`config.mk`:
```
export PLATFORM = sky130hd
export DESIGN_NAME = tone_detector
export DESIGN_NICKNAME = d
export VERILOG_FILES = /design/src/rtl/tone_pkg.sv /design/src/rtl/sync_edge.sv /design/src/rtl/tone_detector.sv
export SDC_FILE = /design/constraint.sdc
export NUM_CORES = 1
export LEC_CHECK = 0
export CORE_UTILIZATION = 38
export DETAILED_ROUTE_END_ITERATION = 8
export PLACE_DENSITY_LB_ADDON = 0.05
export SLEW_MARGIN = 20
export SYNTH_ARGS = -nofsm -noshare
export SYNTH_HDL_FRONTEND = slang
export SYNTH_SLANG_ARGS = --single-unit
```
`constraint.sdc`:
```
create_clock -name CLK -period 2.4 [get_ports CLK]
set_clock_uncertainty 0.15 [all_clocks]
set_input_delay 0.36 -clock CLK [delete_from_list [all_inputs] [get_ports CLK]]
set_output_delay 0.36 -clock CLK [all_outputs]
set_load 0.05 [all_outputs]
```
`src/rtl/tone_pkg.sv`:
```
// Shared tone constants and detector state encoding; the buzzer generator
// imports the same defaults so both ends of the line agree on frequency.
package tone_pkg;

  localparam int DEF_CNT_W       = 26;
  localparam int DEF_HALF_PERIOD = 12001;
  localparam int DEF_TOL         = 600;
  localparam int DEF_LOCK_COUNT  = 8;

  typedef enum logic [1:0] {
    IDLE     = 2'd0,
    ARMED    = 2'd1,
    COUNTING = 2'd2,
    LOCKED   = 2'd3
  } tone_state_t;

  // Lower edge of the acceptance window, clamped at zero for wide tolerances.
  function automatic int win_lo(input int half_period, input int tol);
    return (tol > half_period) ? 0 : half_period - tol;
  endfunction

endpackage

```
`src/rtl/sync_edge.sv`:
```
// Two-flop synchroniser plus edge register: edge_det pulses for one cycle on
// either polarity change, two CLK cycles after async_in is first sampled.
module sync_edge (
  input  logic CLK,
  input  logic RST,
  input  logic async_in,
  output logic edge_det
);

  logic s1, s2, s3;

  always_ff @(posedge CLK) begin
    if (RST) begin
      s1 <= 1'b0;
      s2 <= 1'b0;
      s3 <= 1'b0;
    end else begin
      s1 <= async_in;
      s2 <= s1;
      s3 <= s2;
    end
  end

  assign edge_det = s2 ^ s3;

endmodule

```
`src/rtl/tone_detector.sv`:
```
// Square-wave frequency lock detector; DETECTED/TONE_LOST are registered, 3 CLK after TONE_IN edge, no backpressure.
// Optional TONE_DETECTOR_PERIOD_OUT_EN exposes last_interval / interval_valid.
module tone_detector
  import tone_pkg::*;
#(
  parameter int CNT_W       = DEF_CNT_W,
  parameter int HALF_PERIOD = DEF_HALF_PERIOD,
  parameter int TOL         = DEF_TOL,
  parameter int LOCK_COUNT  = DEF_LOCK_COUNT
) (
  input  logic             CLK,
  input  logic             RST,
  input  logic             enable,
  input  logic             TONE_IN,
  output logic             DETECTED,
  output logic             TONE_LOST
`ifdef TONE_DETECTOR_PERIOD_OUT_EN
  ,
  output logic [CNT_W-1:0] last_interval,
  output logic             interval_valid
`endif
);

  localparam int GC_W = $clog2(LOCK_COUNT + 1);
  localparam logic [CNT_W-1:0] WIN_LO  = CNT_W'(win_lo(HALF_PERIOD, TOL));
  localparam logic [CNT_W-1:0] WIN_HI  = CNT_W'(HALF_PERIOD + TOL);
  localparam logic [CNT_W-1:0] CNT_MAX = '1;
  localparam logic [GC_W-1:0]  LOCK_N  = GC_W'(LOCK_COUNT);

  tone_state_t      state_q, state_d;
  logic [CNT_W-1:0] cnt_q, cnt_d;
  logic [GC_W-1:0]  good_cnt_q, good_cnt_d, good_inc;
  logic             edge_det, good, timeout, upd;
  logic             det_d, lost_d;

  sync_edge u_sync (
    .CLK      (CLK),
    .RST      (RST),
    .async_in (TONE_IN),
    .edge_det (edge_det)
  );

  // On an edge cycle cnt_q is the interval since the previous edge.
  assign good     = (cnt_q >= WIN_LO) && (cnt_q <= WIN_HI);
  assign timeout  = !edge_det && (cnt_q > WIN_HI);
  assign good_inc = good_cnt_q + GC_W'(1);

  always_comb begin
    state_d    = state_q;
    good_cnt_d = good_cnt_q;
    det_d      = DETECTED;
    lost_d     = 1'b0;
    upd        = 1'b0;
    if (edge_det)
      cnt_d = CNT_W'(1);
    else if (cnt_q != CNT_MAX)
      cnt_d = cnt_q + CNT_W'(1);
    else
      cnt_d = cnt_q;

    if (!enable) begin
      state_d    = IDLE;
      cnt_d      = '0;
      good_cnt_d = '0;
      det_d      = 1'b0;
    end else begin
      case (state_q)
        IDLE: begin
          cnt_d   = '0;
          state_d = ARMED;
        end
        ARMED: begin
          if (edge_det) begin
            state_d    = COUNTING;
            good_cnt_d = '0;
          end
        end
        COUNTING: begin
          if (edge_det) begin
            upd = 1'b1;
            if (good) begin
              good_cnt_d = good_inc;
              if (good_inc == LOCK_N) begin
                state_d = LOCKED;
                det_d   = 1'b1;
              end
            end else begin
              good_cnt_d = '0;
            end
          end else if (timeout) begin
            state_d    = ARMED;
            good_cnt_d = '0;
          end
        end
        LOCKED: begin
          if (edge_det) upd = 1'b1;
          // A bad edge is consumed here; ARMED waits for a fresh reference.
          if ((edge_det && !good) || timeout) begin
            state_d    = ARMED;
            good_cnt_d = '0;
            det_d      = 1'b0;
            lost_d     = 1'b1;
          end
        end
        default: state_d = IDLE;
      endcase
    end
  end

  always_ff @(posedge CLK) begin
    if (RST) begin
      state_q    <= IDLE;
      cnt_q      <= '0;
      good_cnt_q <= '0;
      DETECTED   <= 1'b0;
      TONE_LOST  <= 1'b0;
    end else begin
      state_q    <= state_d;
      cnt_q      <= cnt_d;
      good_cnt_q <= good_cnt_d;
      DETECTED   <= det_d;
      TONE_LOST  <= lost_d;
    end
  end

`ifdef TONE_DETECTOR_PERIOD_OUT_EN
  always_ff @(posedge CLK) begin
    if (RST) begin
      last_interval  <= '0;
      interval_valid <= 1'b0;
    end else begin
      interval_valid <= upd;
      if (upd) last_interval <= cnt_q;
    end
  end
`else
  logic unused_upd;
  assign unused_upd = upd;
`endif

endmodule

```
# Word-level counts from Yosys, hierarchy flattened
# Cells that the tools add are included.
# Widths: inputs -> output; s select.
# totals
ff_bits,37
word_cells,68
# op_classes
addsub,2
order_cmp,3
n_eq_ne,13
n_mux,21
bitwise,3
n_reduce_logical,17
# ops
op,n
$add 26x1->26 const B,1
$ge 26x14->1 const B,1
$gt 26x14->1 const B,1
$le 26x14->1 const B,1
$ne 26x26->1 const B,1
$mux 4,5
$mux 2,6
$pmux 4 s3,1
$ne 2x2->1 const B,5
$reduce_and 5->1,2
$ne 3x3->1 const B,3
$pmux 2 s4,1
$mux 1,7
$reduce_or 3->1,2
$add 4x1->4 const B,1
$eq 2x2->1 const B,2
$eq 4x4->1 const B,1
$reduce_and 4->1,1
$reduce_bool 2->1,2
$reduce_or 4->1,1
$logic_and 1x1->1,3
$reduce_bool 3->1,1
$eq 2x1->1 const B,1
$logic_not 1->1,2
6 further kinds,7

# Longest topological paths before layout
# depth
depth_word,7
mapped_depth,8
ltp_nobuf,8

# Modules after synthesis
# Synthesis repeated with hierarchy kept, for this count alone.
# hier_totals
hier_cells,234
area_unflattened_um2,2090.8
# modules_own_cells
mod,n_inst,cells_per_inst,area_per_inst_um2,seq_area_each_um2
tone_detector,1,227,2003.2,680.7
sync_edge,1,7,87.6,60.1

# Worst setup path before layout
# Ideal clock, no wire load.
# synth_path
path_kind,reg2reg
start,reg cnt_q[1]
end,reg state_q[0]
arrival_ps,2235
path_slack_ps,-56
path_stages_with_launch,9
path_buffers,0
path_cell_list,dfxtp_1 > inv_1 > ha_1 > or3b_1 > a2111o_1 > a211oi_1 > a211oi_2 > a211oi_2 > mux2i_1
# synth_between
elab_chain_cells,7
word_cells_on_any_way,12
# synth_lines
item,line,source
start: declaration,tone_detector.sv:31,"logic [CNT_W-1:0] cnt_q, cnt_d;"
start signal: assignment,tone_detector.sv:119,cnt_q <= cnt_d;
$ge 26x14->1 or $le 26x14->1 (tied branches),tone_detector.sv:44,assign good = (cnt_q >= WIN_LO) && (cnt_q <= WIN_HI);
$logic_and 1x1->1,tone_detector.sv:44,
$logic_not 1->1,tone_detector.sv:98,if ((edge_det && !good) || timeout) begin
$logic_and 1x1->1,tone_detector.sv:98,
$logic_or 1x1->1,tone_detector.sv:98,
$ne 2x2->1 (no line),-,
$reduce_and 5->1 (no line) (*),-,
end signal: assignment,tone_detector.sv:118,state_q <= state_d;
end: declaration,tone_detector.sv:30,"tone_state_t state_q, state_d;"
# Mark *: on every way between the ends. The rest lies on a longest branch, timed or not.
# A chain may end at the register's enable or synchronous reset.

# Worst setup path in the final report
# layout_path
start,reg cnt_q[0]
end,reg good_cnt_q[2]
# layout_between
elab_chain_cells,7
word_cells_on_any_way,14
# layout_lines
item,line,source
$ge 26x14->1 or $le 26x14->1 (tied branches),tone_detector.sv:44,
$logic_and 1x1->1,tone_detector.sv:44,
$logic_not 1->1,tone_detector.sv:98,
$logic_and 1x1->1,tone_detector.sv:98,
$logic_or 1x1->1,tone_detector.sv:98,
$ne 2x2->1 (no line),-,
$reduce_and 4->1 (no line),-,
end signal: assignment,tone_detector.sv:120,good_cnt_q <= good_cnt_d;
end: declaration,tone_detector.sv:32,"logic [GC_W-1:0] good_cnt_q, good_cnt_d, good_inc;"
# Parallel ways exist; a longest one is shown, timed or not.

==> summary.md <==
| Metric | Value |
|---|---|
| CP Capture Type | `flip-flop` |
| Drt via density | `5.193` |
| Avg WL per Cell | `13.46 um` |
| DRT Pass-1 Iters | `4` |
| Part of the Yosys area used for sequential elements | `35.09%` |
| Max_cap viols | `0` |
| Critical Path AT | `2.52 ns` |
| Drt drc | `0` |
| Post-CTS Hold Buffers | `0` |
| Max incr delay on CP | `0.47 ns` |
| Routed vias | `1859` |
| Prevailing post-synth register cell | `dfxtp_1` |
| DR iter-0 viols | `80` |
| Ys async rst share | `0%` |
| Reg clk slew, reported paths | `0.07 ns` |
| Most frequent cells in the layout | `buf_4 (36), dfxtp_1 (35), nor2_1 (24), xnor2_1 (17), nand2_1 (15)` |
| Yosys top cell by area | `dfxtp_1` |
| I/O Buffers | `5` |
| Die area | `5857 um^2` |
| Finish-stage setup viols | `5` |
| Slew headroom | `67.17%` |
| Maximum clock path buffer count | `2` |
| Syn nets | `258` |
| Fin nets | `301` |
| Slew Limit Fails | `0` |
| Slew of the pin with the lowest slew margin | `0.4909 ns` |
| Post-layout util | `50.38%` |
| CTS sink count | `37` |
| Fill cells | `523` |
| VDD IR max | `0.2896 mV` |
| Placer Congestion | `0.7856` |
| Final Hold Fails | `0` |
| Routed WL | `4820 um` |
| Vias in the first global route | `1791` |
| Req. time, crit path | `2.47 ns` |
| Status | `finished with violations` |
| CTS tree | `built` |
| Number of flops mapped to enable cells by yosys | `0` |
| Overflow after GRT | `0` |
| Dpl hpwl | `3494 um` |
| HP Class | `flip-flop to flip-flop` |
| Area contributors post-synth | `dfxtp_1 (35%), xnor2_1 (7.1%), ha_1 (5.9%), nor2_1 (4.3%), nor4_1 (3.6%)` |
| CP Max Fanout | `3` |
| Initial antenna violation count | `0` |
| H-tree depth | `2` |
| Top-area cell type share of the netlist area | `35.09%` |
| FF+latch count, synth | `37` |
| Synthesis-to-layout area growth | `25.01%` |
| Post-DRT Antenna Nets | `0` |
| Final WS setup | `-0.05041 ns` |
| CP Cell Sequence | `inv_4 -> ha_4 -> or3b_1 -> a2111o_1 -> a2111oi_1 -> a311o_1 -> nand4b_1 -> a21oi_1` |
| Worst path slowest cell | `a2111o_1` |
| Avg Cell Area, Syn | `8.651 um^2` |
| Core area | `5238 um^2` |
| Mapped cell area | `2111 um^2` |
| FP Rows | `26` |
| First-pass GRT wire length | `8507 um` |
| Starting Density | `40.30%` |
| Share of layout cells above drive strength 1 | `20.83%` |
| Clk_lat worst skew | `0.28 ns` |
| Leakage | `0.0009360 uW` |
| Pin count of the biggest net entering global routing | `26` |
| Hold Worst Slack | `0.2995 ns` |
| RSZ-0062 raised after global routing | `yes` |
| Die Ht | `76.53 um` |
| Top Ports | `6` |
| Antenna diodes | `0` |
| Yosys cell types | `45` |
| Most common cell after layout, fill and taps aside | `buf_4` |
| Post-Syn Instances | `244` |
| Total number of yosys warnings | `0` |
| Fmax | `408.1 MHz` |
| GRT Total Usage | `17.95%` |
| P per Cell Area | `418.3 nW/um^2` |
| Final Critical Period | `2.450 ns` |
| Setup crit start kind | `flip-flop` |
| Critical path type | `flip-flop to flip-flop` |
| Post-place setup slack | `-0.08614 ns` |
| Post-route setup TNS | `-0.1667 ns` |
| Num CTS Buffers | `5` |
| Period utilization | `102.1%` |
| Root Driver | `clkbuf_8` |
| Failing checks | `setup timing` |
| Die Wd | `76.53 um` |
==> synthesized netlist by cell type, types with 2 or more instances <==
cell type,count
a211oi_1,4
a21boi_0,2
clkbuf_1,3
mux2i_1,5
o21ai_0,8
nor4_1,12
inv_1,10
and3_1,3
buf_2,2
ha_1,10
a21o_1,2
nor4b_1,3
nor3_1,8
a21oi_1,10
xor2_1,3
nor2_1,24
dfxtp_1,37
nand2b_1,4
nand4_1,7
nor3b_1,2
o31ai_1,2
nand4b_1,2
and4_1,5
xnor2_1,17
nand3b_1,3
or3_1,7
nand3_1,12
nand2_1,15
nor2b_1,5
a211oi_2,2
==> final timing paths <==
kind	from	to	slack (ns)	depth (start not counted)
max reg2reg	cnt_q[0]	good_cnt_q[2]	-0.05	8
max	cnt_q[0]	good_cnt_q[2]	-0.05	8
min	u_sync.s1	u_sync.s2	0.30	1
min reg2reg	u_sync.s1	u_sync.s2	0.30	1
==> metal layers <==
metal	GRT usage, %	routed length, um	vias to the layer above
met5	0	0	-
met2	28.47	2230	13
li1	-	-	982
met4	4.615	21	0
met3	3.593	84	2
met1	24.69	2484	862
==> report_power, final <==
group | internal (uW) | total (uW) | switching, uW
Combinational | 27.3 | 56.8 | 29.5
Sequential | 617 | 620 | 3.64
Clock | 202 | 427 | 225
==> kinds of logic after synthesis <==
group / share of synthesized area, %
and+or+nand+nor: 32.96
AOI/OAI and AO/OA: 12.03
DFF: 35.09
xor gates and xnor gates: 8.299
buffers and inverters: 3.320
adders and majority gates: 5.928
muxes: 2.371
==> metrics by stage <==
step	total power (uW)	area (um^2)	std cells
2_1_floorplan	668.1	2117	244
3_3_place_gp	690.7	2492	349
3_5_place_dp	690.3	2492	349
4_1_cts	1126	2615	358
5_1_grt	1159	2639	358
6_report	1104	2639	358
==> sequential cells by signal, indices dropped and copies added (netlist names) <==
name        cells
state_q         2
u_sync.s2       1
u_sync.s3       1
DETECTED        1
good_cnt_q      4
cnt_q          26
u_sync.s1       1
TONE_LOST       1
==> cell type report <==
type | instances | area, um^2 | share of cell area [%]
Clock inverter | 2 | 10.01 | 0.3793
Multi-Input combinational cell | 191 | 1349 | 51.11
Timing Repair Buffer | 42 | 331.6 | 12.57
Tap cell | 70 | 87.58 | 3.319
Clock buffer | 6 | 72.57 | 2.750
Sequential cell | 37 | 745.7 | 28.26
Inverter | 10 | 42.54 | 1.612
==> what timing repair did <==
item,in CTS,in global routing
pin swaps,2,3
buffers inserted,1,0
gates resized for setup,10,7
endpoints found under the setup margin,6,12
==> critical path: cells and delay by family, from the launching register on <==
kind | cells | cell delay, ns
AOI/OAI and AO/OA | 4 | 1.22
buffers and inverters | 1 | 0.06
and+or+nand+nor | 2 | 0.46
adders and majority gates | 1 | 0.12
DFF | 1 | 0.37
Power figures use the tool's default switching activity.
